[src/rtl/uart_tx_fifo_if.sv]
// Write-side handshake between the register decode and the UART TX FIFO.
//   wr_valid : push request (master -> slave)
//   wr_data  : character to enqueue (master -> slave)
//   wr_ready : FIFO not full (slave -> master)
interface uart_tx_fifo_if #(
  parameter int unsigned DATA_BITS = 8
);
  logic                 wr_valid;
  logic [DATA_BITS-1:0] wr_data;
  logic                 wr_ready;

  modport master (output wr_valid, output wr_data, input wr_ready);
  modport slave  (input wr_valid, input wr_data, output wr_ready);
endinterface

[src/rtl/uart_tx_fifo.sv]
// UART transmitter with a TX FIFO, elaboration-time data/stop width and a
// sticky completion flag plus IRQ raised once the FIFO has drained.
// Optional feature macro: UART_TX_PARITY_EN adds the parity_mode port and a
// run-time selectable parity bit (01 even, 10 odd, 00/11 none).
// Ports:
//   clk, reset   : clock, synchronous active-high reset
//   division     : bit period minus one, in clk cycles (latched per frame)
//   parity_mode  : parity select (only with UART_TX_PARITY_EN)
//   wr           : push handshake (wr_valid/wr_data/wr_ready)
//   level        : FIFO occupancy
//   busy         : serialiser active
//   irq_enable   : IRQ mask
//   flag_clear   : clears done_flag
//   done_flag    : sticky completion flag
//   irq          : done_flag & irq_enable
//   tx           : serial line, idles high
module uart_tx_fifo #(
  parameter int unsigned DATA_BITS  = 8,
  parameter int unsigned STOP_BITS  = 1,
  parameter int unsigned FIFO_DEPTH = 8,
  parameter int unsigned DIV_WIDTH  = 16
) (
  input  logic                               clk,
  input  logic                               reset,
  input  logic [DIV_WIDTH-1:0]               division,
`ifdef UART_TX_PARITY_EN
  input  logic [1:0]                         parity_mode,
`endif
  uart_tx_fifo_if.slave                      wr,
  output logic [$clog2(FIFO_DEPTH+1)-1:0]    level,
  output logic                               busy,
  input  logic                               irq_enable,
  input  logic                               flag_clear,
  output logic                               done_flag,
  output logic                               irq,
  output logic                               tx
);

  localparam int unsigned PTR_W = $clog2(FIFO_DEPTH);
  localparam int unsigned LVL_W = $clog2(FIFO_DEPTH + 1);
  localparam int unsigned CNT_W = $clog2(DATA_BITS);

  typedef enum logic [2:0] {
    S_IDLE,
    S_START,
    S_DATA,
`ifdef UART_TX_PARITY_EN
    S_PARITY,
`endif
    S_STOP
  } state_t;

  logic [DATA_BITS-1:0] mem [FIFO_DEPTH];
  logic [PTR_W-1:0]     wr_ptr, rd_ptr;
  logic                 full_c, push_c, pop_c, tick_c, last_stop_c;
  logic [DATA_BITS-1:0] head_c;

  state_t               state;
  logic [DATA_BITS-1:0] shreg;
  logic [DIV_WIDTH-1:0] div_q, baud_cnt;
  logic [CNT_W-1:0]     bit_cnt;
  logic                 done_evt;
  logic                 tx_c;
`ifdef UART_TX_PARITY_EN
  logic                 par_en_q, par_bit_q;
`endif

  // FIFO status and handshake, all from registered state
  assign full_c      = (level == LVL_W'(FIFO_DEPTH));
  assign wr.wr_ready = !full_c;
  assign push_c      = wr.wr_valid && !full_c;
  assign head_c      = mem[rd_ptr];
  assign tick_c      = (baud_cnt == div_q);
  assign last_stop_c = (state == S_STOP) && tick_c && (bit_cnt == CNT_W'(STOP_BITS - 1));
  assign pop_c       = ((state == S_IDLE) || last_stop_c) && (level != '0);
  assign irq         = done_flag & irq_enable;

  // FIFO storage (no reset needed on the data array)
  always_ff @(posedge clk) begin
    if (push_c) mem[wr_ptr] <= wr.wr_data;
  end

  // FIFO pointers and occupancy
  always_ff @(posedge clk) begin
    if (reset) begin
      wr_ptr <= '0;
      rd_ptr <= '0;
      level  <= '0;
    end else begin
      if (push_c) wr_ptr <= wr_ptr + PTR_W'(1);
      if (pop_c)  rd_ptr <= rd_ptr + PTR_W'(1);
      if (push_c && !pop_c)      level <= level + LVL_W'(1);
      else if (!push_c && pop_c) level <= level - LVL_W'(1);
    end
  end

  // Line value for the current internal state
  always_comb begin
    tx_c = 1'b1;
    case (state)
      S_START:  tx_c = 1'b0;
      S_DATA:   tx_c = shreg[0];
`ifdef UART_TX_PARITY_EN
      S_PARITY: tx_c = par_bit_q;
`endif
      default:  tx_c = 1'b1;
    endcase
  end

  // Serialiser FSM; tx/busy/done_flag are registered one cycle behind state
  always_ff @(posedge clk) begin
    if (reset) begin
      state     <= S_IDLE;
      shreg     <= '0;
      div_q     <= '0;
      baud_cnt  <= '0;
      bit_cnt   <= '0;
      done_evt  <= 1'b0;
      done_flag <= 1'b0;
      busy      <= 1'b0;
      tx        <= 1'b1;
`ifdef UART_TX_PARITY_EN
      par_en_q  <= 1'b0;
      par_bit_q <= 1'b0;
`endif
    end else begin
      tx       <= tx_c;
      busy     <= (state != S_IDLE);
      done_evt <= 1'b0;
      // set wins over a coincident clear
      if (done_evt)        done_flag <= 1'b1;
      else if (flag_clear) done_flag <= 1'b0;

      if (pop_c) begin
        state    <= S_START;
        shreg    <= head_c;
        div_q    <= division;
        baud_cnt <= '0;
        bit_cnt  <= '0;
`ifdef UART_TX_PARITY_EN
        par_en_q  <= parity_mode[0] ^ parity_mode[1];
        par_bit_q <= (^head_c) ^ parity_mode[1];
`endif
      end else begin
        case (state)
          S_IDLE: ;
          S_START: begin
            if (tick_c) begin
              baud_cnt <= '0;
              state    <= S_DATA;
            end else begin
              baud_cnt <= baud_cnt + DIV_WIDTH'(1);
            end
          end
          S_DATA: begin
            if (tick_c) begin
              baud_cnt <= '0;
              shreg    <= {1'b0, shreg[DATA_BITS-1:1]};
              if (bit_cnt == CNT_W'(DATA_BITS - 1)) begin
                bit_cnt <= '0;
`ifdef UART_TX_PARITY_EN
                state   <= par_en_q ? S_PARITY : S_STOP;
`else
                state   <= S_STOP;
`endif
              end else begin
                bit_cnt <= bit_cnt + CNT_W'(1);
              end
            end else begin
              baud_cnt <= baud_cnt + DIV_WIDTH'(1);
            end
          end
`ifdef UART_TX_PARITY_EN
          S_PARITY: begin
            if (tick_c) begin
              baud_cnt <= '0;
              state    <= S_STOP;
            end else begin
              baud_cnt <= baud_cnt + DIV_WIDTH'(1);
            end
          end
`endif
          S_STOP: begin
            if (tick_c) begin
              baud_cnt <= '0;
              if (last_stop_c) begin
                // FIFO empty here, otherwise pop_c would have restarted
                state    <= S_IDLE;
                done_evt <= 1'b1;
              end else begin
                bit_cnt <= bit_cnt + CNT_W'(1);
              end
            end else begin
              baud_cnt <= baud_cnt + DIV_WIDTH'(1);
            end
          end
          default: state <= S_IDLE;
        endcase
      end
    end
  end

endmodule

[src/flat_wrapper.sv]
// flat-port wrapper written by rule: the top's interface ports become plain ports
module uart_tx_fifo_flat 
#(
  parameter int unsigned DATA_BITS  = 8,
  parameter int unsigned STOP_BITS  = 1,
  parameter int unsigned FIFO_DEPTH = 8,
  parameter int unsigned DIV_WIDTH  = 16
)
  (clk, reset, division, level, busy, irq_enable, flag_clear, done_flag, irq, tx, wr_wr_valid, wr_wr_data, wr_wr_ready);
  uart_tx_fifo_if #(.DATA_BITS(DATA_BITS)) wr_i ();
  input  logic clk;
  input  logic reset;
  input  logic [DIV_WIDTH-1:0] division;
  output logic [$clog2(FIFO_DEPTH+1)-1:0] level;
  output logic busy;
  input  logic irq_enable;
  input  logic flag_clear;
  output logic done_flag;
  output logic irq;
  output logic tx;
  input wire logic [$bits(wr_i.wr_valid)-1:0] wr_wr_valid;
  input wire logic [$bits(wr_i.wr_data)-1:0] wr_wr_data;
  output wire logic [$bits(wr_i.wr_ready)-1:0] wr_wr_ready;
  assign wr_i.wr_valid = wr_wr_valid;
  assign wr_i.wr_data = wr_wr_data;
  assign wr_wr_ready = wr_i.wr_ready;
  uart_tx_fifo #(.DATA_BITS(DATA_BITS), .STOP_BITS(STOP_BITS), .FIFO_DEPTH(FIFO_DEPTH), .DIV_WIDTH(DIV_WIDTH)) u_core (.clk(clk), .reset(reset), .division(division), .wr(wr_i), .level(level), .busy(busy), .irq_enable(irq_enable), .flag_clear(flag_clear), .done_flag(done_flag), .irq(irq), .tx(tx));
endmodule
[config.mk]
export PLATFORM = sky130hd
export DESIGN_NAME = uart_tx_fifo_flat
export DESIGN_NICKNAME = d
export VERILOG_FILES = /design/src/rtl/uart_tx_fifo_if.sv /design/src/rtl/uart_tx_fifo.sv /design/src/flat_wrapper.sv
export SDC_FILE = /design/constraint.sdc
export NUM_CORES = 1
export LEC_CHECK = 0
export ABC_AREA = 1
export ABC_CLOCK_PERIOD_IN_PS = 6600
export BUFFER_PORTS_ARGS = -buffer_cell sky130_fd_sc_hd__buf_2
export CAP_MARGIN = 25
export CORE_ASPECT_RATIO = 0.9
export CORE_MARGIN = 2
export CORE_UTILIZATION = 51
export DETAILED_ROUTE_END_ITERATION = 10
export GPL_TIMING_DRIVEN = 0
export PLACE_DENSITY = 0.69
export SLEW_MARGIN = 20
export SYNTH_ARGS = -nofsm -noshare
export SYNTH_HDL_FRONTEND = slang
export SYNTH_SLANG_ARGS = --single-unit
[constraint.sdc]
create_clock -name clk -period 6.6 [get_ports clk]
set_clock_uncertainty 0.1 [all_clocks]
set_input_delay 1.32 -clock clk [delete_from_list [all_inputs] [get_ports clk]]
set_output_delay 1.32 -clock clk [all_outputs]
set_load 0.03 [all_outputs]
; ---- Word-level counts from Yosys, hierarchy flattened
; Memories as Yosys holds them, arrays and structs flattened. A register that Yosys moved wholly into a read port is not among the register bits.
; Index checks and enable logic that the tools add are counted.
; Widths: inputs -> output; s select.
[totals]
register_bits = 60
latchBits = 0
mem_bits_rw = 64
mem_bits_ro = 0
inputBits = 29
out_inout_bits = 9
wordCells = 94
mem_count = 1
[mem_list]
columns = name, words, word_bits, rd, rd_ports_with_merged_regs, write_ports, line_no
row1 = u_core.mem, 8, 8, 1, 1, 1, uart_tx_fifo.sv:53  ; logic [DATA_BITS-1:0] mem [FIFO_DEPTH];
[classes]
n_addsub = 6
mul = 0
div = 0
n_lt_le_gt_ge = 0
eq_ne = 18
shift = 0
muxes = 26
n_bitwise = 4
n_reduce_logical = 26
[op_table]
columns = op, count
row1 = $mux 3, 11
row2 = $mux 8, 3
row3 = $add 16x1->16 const B, 1
row4 = $eq 16x16->1, 1
row5 = $mux 16, 1
row6 = $ne 3x1->1 const B, 5
row7 = $ne 2x1->1 const B, 6
row8 = $pmux 3 s4, 1
row9 = $reduce_and 6->1, 2
row10 = $reduce_bool 2->1, 5
row11 = $add 3x1->3 const B, 3
row12 = $mux 4, 2
row13 = $eq 3x2->1 const B, 2
row14 = $logic_and 1x1->1, 6
row15 = $logic_not 3->1, 2
row16 = $mux 1, 6
row17 = $pmux 3 s2, 1
row18 = $add 4x1->4 const B, 1
row19 = $eq 4x4->1 const B, 1
row20 = $reduce_and 4->1, 1
row21 = $reduce_bool 4->1, 1
row22 = $reduce_or 4->1, 1
row23 = $sub 4x1->4 const B, 1
row24 = $eq 3x1->1 const B, 1
row25 = 11 further kinds, 15

; ---- Longest topological paths before layout
; Gate-level depths: netlist of run 1.
[depth]
word_depth = 8
ltp_mapped = 20
mapped_depth_nobuf = 19

; ---- Worst setup path before layout of run 1
; OpenSTA, ideal clock, no wires.
[synth_timing]
kind = in2out
from = input irq_enable
to = output irq
arrival_time_ps = 1567
required_time_ps = 5180
path_slack_ps = 3613
cell_stages = 2
n_path_buf = 0
cell_sequence = nand2_1 > inv_1
[synth_between]
elab_chain_len = 1
[synth_rtl]
columns = element, line_no
row1 = from (decl), flat_wrapper.sv:16  ; input logic irq_enable;
row2 = $and 1x1->1, uart_tx_fifo.sv:76  ; assign irq = done_flag & irq_enable;
row3 = to (decl), flat_wrapper.sv:19  ; output logic irq;
; No other way between the ends.

; ---- Final worst setup path of run 1
[layout_timing]
from = register u_core.baud_cnt[2]
to = register u_core.level[3]
[layout_between]
elab_chain_len = 8
word_cells_on_any_way = 10
classes_between = eq/ne: 1 / mux: 1 / reduce/logical: 8
[layout_rtl]
columns = element, line_no
row1 = from (decl), uart_tx_fifo.sv:60  ; logic [DIV_WIDTH-1:0] div_q, baud_cnt;
row2 = from (signal assigned), uart_tx_fifo.sv:152  ; baud_cnt <= baud_cnt + DIV_WIDTH'(1);
row3 = from (signal assigned), uart_tx_fifo.sv:170  ; baud_cnt <= baud_cnt + DIV_WIDTH'(1);
row4 = from (signal assigned), uart_tx_fifo.sv:194  ; baud_cnt <= baud_cnt + DIV_WIDTH'(1);
row5 = $eq 16x16->1 (*), uart_tx_fifo.sv:73  ; assign tick_c = (baud_cnt == div_q);
row6 = $logic_and 1x1->1 (*) (2 in a row), uart_tx_fifo.sv:74  ; assign last_stop_c = (state == S_STOP) && tick_c && (bit_cnt == CNT_W'(STOP_BITS - 1));
row7 = $logic_or 1x1->1 (*), uart_tx_fifo.sv:75  ; assign pop_c = ((state == S_IDLE) || last_stop_c) && (level != '0);
row8 = $logic_and 1x1->1 (*), uart_tx_fifo.sv:75
row9 = $logic_not 1->1, uart_tx_fifo.sv:92  ; if (push_c && !pop_c) level <= level + LVL_W'(1);
row10 = $logic_and 1x1->1, uart_tx_fifo.sv:92
row11 = $mux 4 or $reduce_bool 2->1 (tied branches), -
row12 = to (signal assigned), uart_tx_fifo.sv:92
row13 = to (signal assigned), uart_tx_fifo.sv:93  ; else if (!push_c && pop_c) level <= level - LVL_W'(1);
row14 = to (decl), uart_tx_fifo.sv:30  ; output logic [$clog2(FIFO_DEPTH+1)-1:0] level,
; Mark *: on every way between the ends. The rest lies on a longest branch, timed or not.
; A chain may end at the register's enable or synchronous reset.

==> results of run 1 <==
## routing by layer
layer,vias to the layer above,share of wire (%),wire [um]
met3,15,6.7,835
met4,0,1.1,142
met5,-,0,0
met1,2023,49,6140
li1,2209,-,-
met2,148,43,5400
## flip-flops by register name (all words and copies together), names as in the netlist, 2 cells and up, named ones only
name	cells
u_core.baud_cnt	16
u_core.level	4
u_core.state	2
u_core.bit_cnt	3
u_core.rd_ptr	3
u_core.shreg	8
u_core.div_q	16
u_core.wr_ptr	3
u_core.mem	64
## area by class of cell
| class | count | area share [%] |
|---|---|---|
| Clock buffer | 20 | 6.82 |
| Sequential cell | 126 | 48.3 |
| Timing Repair Buffer | 37 | 2.83 |
| Tap cell | 133 | 2.54 |
| Clock inverter | 12 | 2.58 |
| Inverter | 68 | 3.90 |
| Multi-Input combinational cell | 411 | 31.4 |
| Buffer | 23 | 1.62 |
## cells by family after synthesis
| logic type | count (synthesis) | synth area share, % |
|---|---|---|
| buffers and inverters | 91 | 6.48 |
| adder cells (fa/ha/maj) | 15 | 3.50 |
| AO/OA/AOI/OAI | 120 | 11.6 |
| AND/OR/NAND/NOR | 261 | 19.4 |
| XOR/XNOR | 15 | 2.35 |
| flip-flops | 126 | 56.7 |
## metrics by stage
stage | total power [mW] | cells | hold WS [ns]
after global placement | 2.01 | 798 | 0.332
after detailed placement | 2.04 | 798 | 0.338
after CTS | 3.01 | 830 | 0.355
after floorplan | 1.76 | 628 | 0.313
after global routing | 3.22 | 830 | 0.369
final | 3.01 | 830 | 0.349
## Yosys cell counts, types with 2 or more instances
cell / instances
nand2_1: 126
nor2_1: 77
edfxtp_1: 64
dfxtp_1: 62
inv_1: 61
a21oi_1: 49
o21ai_0: 45
nand3_1: 38
clkbuf_1: 15
xor2_1: 15
ha_1: 14
o21ai_1: 11
inv_2: 7
nand4_1: 7
nor3_1: 5
o22ai_1: 5
o221ai_1: 4
buf_2: 3
buf_4: 2
nand2_2: 2
nor2_2: 2
o31ai_1: 2
## critical path: cells and delay by family (launching register included)
| family | cells | cell delay [ns] |
|---|---|---|
| simple gates | 11 | 1.21 |
| compound gates | 4 | 0.52 |
| flops | 1 | 0.42 |
| buf+inv | 3 | 0.42 |
| fa+ha+maj | 2 | 0.48 |
## report_power, final
group	internal, mW	switching [mW]
registers	0.951	0.0683
logic	0.328	0.689
clock network	0.638	0.337
total	1.92	1.09
## path summary, 6_finish.rpt
path                                         to
setup reg to reg   u_core.level[3]$_SDFFE_PP0P_
hold reg to reg   u_core.done_flag$_SDFFE_PP0P_
setup / recovery   u_core.level[3]$_SDFFE_PP0P_
hold / removal    u_core.done_flag$_SDFFE_PP0P_
## layout by cell type, fill, tap and decap left out, drive strengths merged, types with 5 or more instances in the layout
cell and n:
nand2 129, nor2 80, inv 68, edfxtp 64, dfxtp 62, o21ai 56, a21oi 50, buf 44
nand3 38, clkbuf 36, xor2 15, ha 14, nand4 7, o22ai 5, nor3 5
==> flow_summary.toml, run 1 <==
[run_status]
status = "complete, no violations"

[min_path]
hold_path_class = "flip-flop to flip-flop"
min_path_cells = 2
hold_start = "u_core.done_evt$_SDFF_PP0_"

[floorplan]
start_util_pct = 51.8
die_h_um = 103
coreArea_um2 = 10800
num_rows = 36
io_pins = 38
die_w_um = 114
fp.dieArea_um2 = 11800

[placed_design]
port_buffers = 37
dpl_cell_area_um2 = 5930
place_congestion = 0.838
dp_slack_ns = 3.34
dp_hpwl_um = 8460

[clock_network]
ctsResizeCount = 0
cts_buffers = 17
clockBufferDepth = 2
cts.sinks = 126
cts_hold_buf = 0
htree_levels = 4
clk_latency_ns = 0.41
tritoncts = "yes"
path_clk_slew_ns = 0.06
postCtsSetupRepairBufs = 0
cts_root_buffer = "clkbuf_16"

[global_route]
antenna_found_initial = 0
grt_util_all_layers_pct = 22.5
grt_pass1_vias = 4061
use_met2_pct = 33.7
grt_pass1_wl_um = 20000
top_usage_layer = "met2"
grt_use_met3_pct = 6.29
overflow = 0
gr-usage-met1_pct = 32.5
grt_max_degree = 17

[worst_setup_path]
crit_path_start_kind = "flip-flop"
rr_startpoint = "u_core.baud_cnt[2]$_SDFFE_PP0P_"
cp.arrival_ns = 3.46
cp_cell_sequence = "inv_1 > nand2_1 > nand2_1 > nor2_1 > nand2_1 > nor2_2 > nand3b_1 > nand2_2 > nand2_4 > buf_2 > ha_1 > inv_1 > ha_1 > a21o_1 > a21oi_1 > nor2_1 > nor2_1 > nand2_1 > o21ai_0 > a21oi_1"
cp_max_fo = 10
crit_required_ns = 6.81
crit_slowest_cell = "dfxtp_1"
startpoint = "u_core.baud_cnt[2]$_SDFFE_PP0P_"
crit_path_end_kind = "flip-flop"
critical_path_class = "flip-flop to flip-flop"
cp_common_cell = "nand2_1"
max_stage_delay_ns = 0.42
reg2regPathDepth = 20
r2r_setup_slack_ns = 3.35

[yosys]
synthArstFlopShare_pct = 0
synth-seq-cells = 126
yosysTopAreaCellShare_pct = 34.4
synth-edff-count = 64
synthFlopType = "edfxtp_1"
ys_types = 34
syn-mean-instance-area_um2 = 8.88
mappedNetlistNets = 672
seq_area_frac_synth_pct = 56.7
yosys_warnings = 0
synth_cells = 628
syn_area_um2 = 5580
yosysTopAreaCell = "edfxtp_1"
synthTopCellsByArea = "edfxtp_1 (34%), dfxtp_1 (22%), nand2_1 (8.5%), nor2_1 (5.2%), a21oi_1 (4.4%)"

[route]
final_antenna_net_count = 0
viasPerCell = 5.30
wl_um = 12500
routedWlPerCell_um = 15.1
firstDrtPassIters = 5
num_vias = 4395
drc_errors = 0
drt_iter0_markers = 349

[cells_and_area]
area_delta_synth_final_pct = 17.3
final_nets = 728
antenna_cells = 0
postLayoutCoreUtil_pct = 60.8
fill_cells = 919
multi_input_area_um2 = 2050
design_area_um2 = 6550
seq_area_um2 = 3160
drive_above_1_share_pct = 12.8

[pwr]
p_leak_nw = 2.64
peakVddDrop_mv = 0.268
powerDensity_nw_per_um2 = 460

[job]
max_cap_violations = 0

[sta]
grt_setup_unrepaired = "no"
setup_viol = 0
period_share_pct = 49.3
tns_ns = 0
tightest_slew_ns = 0.966
post-route-min-period_ns = 3.25
slew_headroom_pct = 35.3
maxSlewViolCount = 0
hold_viol_final = 0
fmax_ghz = 0.307
setup_ws_ns = 3.35
No activity file was read; power rests on OpenSTA's default activity.
==> run 2, diff against run 1 <==
- ABC_CLOCK_PERIOD_IN_PS: 6600 -> 3400
- clock period: 6.6 -> 3.4 ns (I/O delays scaled with it)
==> flow_summary.toml, run 2 (synthesized netlist as in run 1, its figures left out) <==
[floorplan]
num_rows = 36
die_w_um = 114
start_util_pct = 51.8
fp.dieArea_um2 = 11800
io_pins = 38
die_h_um = 103
coreArea_um2 = 10800

[placed_design]
dp_slack_ns = 0.166
port_buffers = 37
dp_hpwl_um = 8460
place_congestion = 0.838

[route]
final_antenna_net_count = 0
wl_um = 12500
wl_met1_um = 6050
routed.top_layer = "met4"
drt_iter0_markers = 332
drc_errors = 0
routedWlPerCell_um = 15.0
firstDrtPassIters = 5
met2_wirelength_um = 5410
num_vias = 4380
viasPerCell = 5.28
wl_met3_um = 870

[global_route]
antenna_found_initial = 0
grt_util_all_layers_pct = 22.5
grt_pass1_vias = 4061
grt_pass1_wl_um = 20000
overflow = 0
grt_max_degree = 17

[clock_network]
tritoncts = "yes"
clk_latency_ns = 0.42
cts_hold_buf = 0
clockBufferDepth = 2
cts.sinks = 126
cts_buffers = 17
cts_root_buffer = "clkbuf_16"
path_clk_slew_ns = 0.06
htree_levels = 4

[sta]
setup_ws_ns = 0.377
fmax_ghz = 0.331
slew_headroom_pct = 33.4
hold_slack_ns = 0.349
tns_ns = 0
period_share_pct = 88.9
maxSlewViolCount = 0
setup_viol = 0
hold_viol_final = 0
tightest_slew_ns = 0.995
post-route-min-period_ns = 3.02
grt_setup_unrepaired = "no"

[cells_and_area]
most-common-layout-cells = "nand2_1 (126), nor2_1 (77), edfxtp_1 (64), inv_1 (61), dfxtp_1 (58)"
antenna_cells = 0
layout_commonest_cell = "nand2_1"
largest_register = "u_core.mem"
fill_cells = 913
drive_above_1_share_pct = 13.3
largest_reg_flops = 64
biggestRegsByFlops = "u_core.mem x64, u_core.baud_cnt x16, u_core.div_q x16"
area_delta_synth_final_pct = 17.6
final_nets = 728

[pwr]
peakVddDrop_mv = 0.514
p_leak_nw = 2.64
p_int_mw = 3.72
powerDensity_nw_per_um2 = 892
sw_frac_of_total_pct = 36.4
p_clk_share_pct = 32.4
power_frac_seq_pct = 33.8
comb_power_share_pct = 33.8
switching_power_mw = 2.13

[run_status]
status = "complete, no violations"

[worst_setup_path]
crit_required_ns = 3.61
r2r_setup_slack_ns = 0.38
crit_slowest_cell = "dfxtp_1"
max_stage_delay_ns = 0.37
critical_path_class = "flip-flop to flip-flop"
crit_path_start_kind = "flip-flop"
cp_common_cell = "nand2_1"
cp_max_fo = 19
cp_cell_sequence = "inv_1 > nand2_1 > nand2_1 > nor2_1 > nand2_1 > nor2_2 > nand3b_1 > nand2_2 > nand2_8 > ha_1 > inv_1 > ha_1 > a21o_1 > a21oi_1 > nor2_1 > nor2_1 > nand2_1 > o21ai_0 > a21oi_1"
crit_path_end_kind = "flip-flop"
cp.arrival_ns = 3.23

[min_path]
hold_path_class = "flip-flop to flip-flop"

[job]
max_cap_violations = 0
## run 2: changes by cell type in the layout (fill, tap and decap cells not counted)
cell	before	now
buf_2	40	39
buf_4	2	3
dfxtp_1	62	58
dfxtp_2	0	4
nand2_4	1	0
nand2_8	0	1
## run 2: per-stage QoR
| stage | cells | instance area, um2 | power [mW] | util, % |
|---|---|---|---|---|
| floorplan | 628 | 5580 | 3.41 | - |
| global placement | 798 | 5930 | 3.90 | 55.1 |
| detailed placement | 798 | 5930 | 3.96 | 55.1 |
| CTS | 830 | 6550 | 5.85 | 60.8 |
| global route | 830 | 6560 | 6.25 | 61.0 |
| finish | 830 | 6560 | 5.85 | 61.0 |
## run 2: power groups by stage
| stage | clock, mW | sequential (mW) | combinational (mW) |
|---|---|---|---|
| 2_1_floorplan | 0 | 2.03 | 1.38 |
| 3_3_place_gp | 0 | 2.00 | 1.90 |
| 5_1_grt | 1.99 | 2.01 | 2.25 |
| 4_1_cts | 1.90 | 1.98 | 1.97 |
| 6_report | 1.89 | 1.98 | 1.98 |
| 3_5_place_dp | 0 | 2.01 | 1.96 |
## run 2: path summary, 6_finish.rpt
kind | cells after the start | end | startpoint
worst max-delay path | 19 | u_core.level[3]$_SDFFE_PP0P_ | u_core.baud_cnt[3]$_SDFFE_PP0P_
worst min register to register | 2 | u_core.done_flag$_SDFFE_PP0P_ | u_core.done_evt$_SDFF_PP0_
worst min-delay path | 2 | u_core.done_flag$_SDFFE_PP0P_ | u_core.done_evt$_SDFF_PP0_
worst max register to register | 19 | u_core.level[3]$_SDFFE_PP0P_ | u_core.baud_cnt[3]$_SDFFE_PP0P_
## run 2: final cells by class
cell class | count | area, um2 | area share [%]
Tap cell | 133 | 166 | 2.54
Buffer | 22 | 101 | 1.54
Timing Repair Buffer | 38 | 193 | 2.94
Inverter | 68 | 255 | 3.89
Sequential cell | 126 | 3170 | 48.3
Multi-Input combinational cell | 411 | 2060 | 31.4
Clock buffer | 20 | 447 | 6.81
Clock inverter | 12 | 169 | 2.57
## run 2: worst max-delay path: cells and delay by family (launching register included)
family,cells,cell delay [ns]
AO/OA/AOI/OAI,4,0.52
adder cells (fa/ha/maj),2,0.48
flip-flops,1,0.37
buffers and inverters,2,0.20
AND/OR/NAND/NOR,11,1.21
## run 2: routing by layer
layer  global-route usage [%]  up-vias
met1                     32.5     2014
met3                     6.29       13
met5                        0        -
met4                     6.38        0
li1                         -     2200
met2                     33.7      153
## run 2: what timing repair did
item | in CTS | in global routing
resized for setup | 0 | 5
buffers inserted | 0 | 1
endpoints found under the setup margin | 0 | 1
==> run 3, diff against run 2 <==
- MAX_ROUTING_LAYER: default -> met4
==> flow_summary.toml, run 3 (synthesized netlist as in run 1, its figures left out) <==
[clock_network]
tritoncts = "yes"
clk_latency_ns = 0.42
cts_root_buffer = "clkbuf_16"
htree_levels = 4
cts_buffers = 17
clockBufferDepth = 2
path_clk_slew_ns = 0.06
cts_hold_buf = 0
cts.sinks = 126

[route]
wl_met1_um = 6080
routed.top_layer = "met4"
routedWlPerCell_um = 15.1
drt_iter0_markers = 381
wl_um = 12500
num_vias = 4378
met2_wirelength_um = 5450
viasPerCell = 5.27
final_antenna_net_count = 0
firstDrtPassIters = 5
wl_met3_um = 858
drc_errors = 0

[job]
max_cap_violations = 0

[cells_and_area]
most-common-layout-cells = "nand2_1 (126), nor2_1 (77), edfxtp_1 (64), inv_1 (61), dfxtp_1 (58)"
layout_commonest_cell = "nand2_1"
drive_above_1_share_pct = 13.3
biggestRegsByFlops = "u_core.mem x64, u_core.baud_cnt x16, u_core.div_q x16"
fill_cells = 913
largest_register = "u_core.mem"
final_nets = 728
antenna_cells = 0
largest_reg_flops = 64
area_delta_synth_final_pct = 17.6

[floorplan]
die_h_um = 103
num_rows = 36
start_util_pct = 51.8
coreArea_um2 = 10800
io_pins = 38
die_w_um = 114
fp.dieArea_um2 = 11800

[sta]
tightest_slew_ns = 1.01
slew_headroom_pct = 32.5
post-route-min-period_ns = 3.03
grt_setup_unrepaired = "no"
hold_viol_final = 0
setup_ws_ns = 0.371
maxSlewViolCount = 0
fmax_ghz = 0.330
period_share_pct = 89.1
setup_viol = 0
tns_ns = 0

[worst_setup_path]
cp_cell_sequence = "inv_1 > nand2_1 > nand2_1 > nor2_1 > nand2_1 > nor2_2 > nand3b_1 > nand2_2 > nand2_8 > ha_1 > inv_1 > ha_1 > a21o_1 > a21oi_1 > nor2_1 > nor2_1 > nand2_1 > o21ai_0 > a21oi_1"
crit_path_end_kind = "flip-flop"
crit_required_ns = 3.61
crit_path_start_kind = "flip-flop"
critical_path_class = "flip-flop to flip-flop"
max_stage_delay_ns = 0.38
cp_common_cell = "nand2_1"
crit_slowest_cell = "dfxtp_1"
cp_max_fo = 19
cp.arrival_ns = 3.24

[global_route]
grt_pass1_vias = 4062
overflow = 0
grt_pass1_wl_um = 20000
grt_util_all_layers_pct = 23.3
antenna_found_initial = 0
grt_max_degree = 17

[pwr]
peakVddDrop_mv = 0.515
p_leak_nw = 2.64
powerDensity_nw_per_um2 = 891

[placed_design]
dp_hpwl_um = 8460
port_buffers = 37
dp_slack_ns = 0.166
place_congestion = 0.851

[min_path]
hold_path_class = "flip-flop to flip-flop"

[run_status]
status = "complete, no violations"
==> run 3: worst paths after layout <==
| path | from | to | slack, ns | cells after the start |
|---|---|---|---|---|
| hold / removal | u_core.done_evt$_SDFF_PP0_ | u_core.done_flag$_SDFFE_PP0P_ | 0.35 | 2 |
| setup reg to reg | u_core.baud_cnt[3]$_SDFFE_PP0P_ | u_core.level[3]$_SDFFE_PP0P_ | 0.37 | 19 |
| setup / recovery | u_core.baud_cnt[3]$_SDFFE_PP0P_ | u_core.level[3]$_SDFFE_PP0P_ | 0.37 | 19 |
| hold reg to reg | u_core.done_evt$_SDFF_PP0_ | u_core.done_flag$_SDFFE_PP0P_ | 0.35 | 2 |
==> run 3: metrics by stage <==
| step | area (um2) | instances | hold slack (ns) | total power, mW | utilization [%] |
|---|---|---|---|---|---|
| detailed placement | 5930 | 798 | 0.338 | 3.96 | 55.1 |
| floorplan | 5580 | 628 | 0.313 | 3.41 | - |
| global route | 6560 | 830 | 0.369 | 6.25 | 61.0 |
| CTS | 6550 | 830 | 0.355 | 5.85 | 60.8 |
| global placement | 5930 | 798 | 0.332 | 3.90 | 55.1 |
| finish | 6560 | 830 | 0.349 | 5.85 | 61.0 |
==> run 3: worst max-delay path, delay by kind of cell, from the launching register on <==
| kind | cells | cell delay [ns] |
|---|---|---|
| AO/OA/AOI/OAI | 4 | 0.52 |
| adder cells (fa/ha/maj) | 2 | 0.48 |
| buffers and inverters | 2 | 0.20 |
| flip-flops | 1 | 0.38 |
| AND/OR/NAND/NOR | 11 | 1.24 |
==> run 3: per-layer routing <==
layer / vias up / track usage (%)
li1: 2203 / -
met1: 2002 / 32.5
met2: 163 / 33.7
met3: 10 / 6.29
met4: 0 / 6.38
met5: - / -
==> run 3: final cells by class <==
cell class	instances	area, um2	area share, %
Inverter	68	255	3.89
Timing Repair Buffer	38	193	2.94
Clock buffer	20	447	6.81
Buffer	22	101	1.54
Multi-Input combinational cell	411	2060	31.4
Sequential cell	126	3170	48.3
Clock inverter	12	169	2.57
Tap cell	133	166	2.54
==> run 3: power breakdown <==
part	switching [mW]	internal, mW
Clock	0.657	1.24
Combinational	1.34	0.637
Sequential	0.133	1.85
Total	2.13	3.72
==> run 3: what timing repair did <==
| action | CTS | global route |
|---|---|---|
| resized for setup | 0 | 5 |
| endpoints found under the setup margin | 0 | 1 |
| buffers inserted | 0 | 1 |
| endpoints found under the hold margin | 0 | 0 |
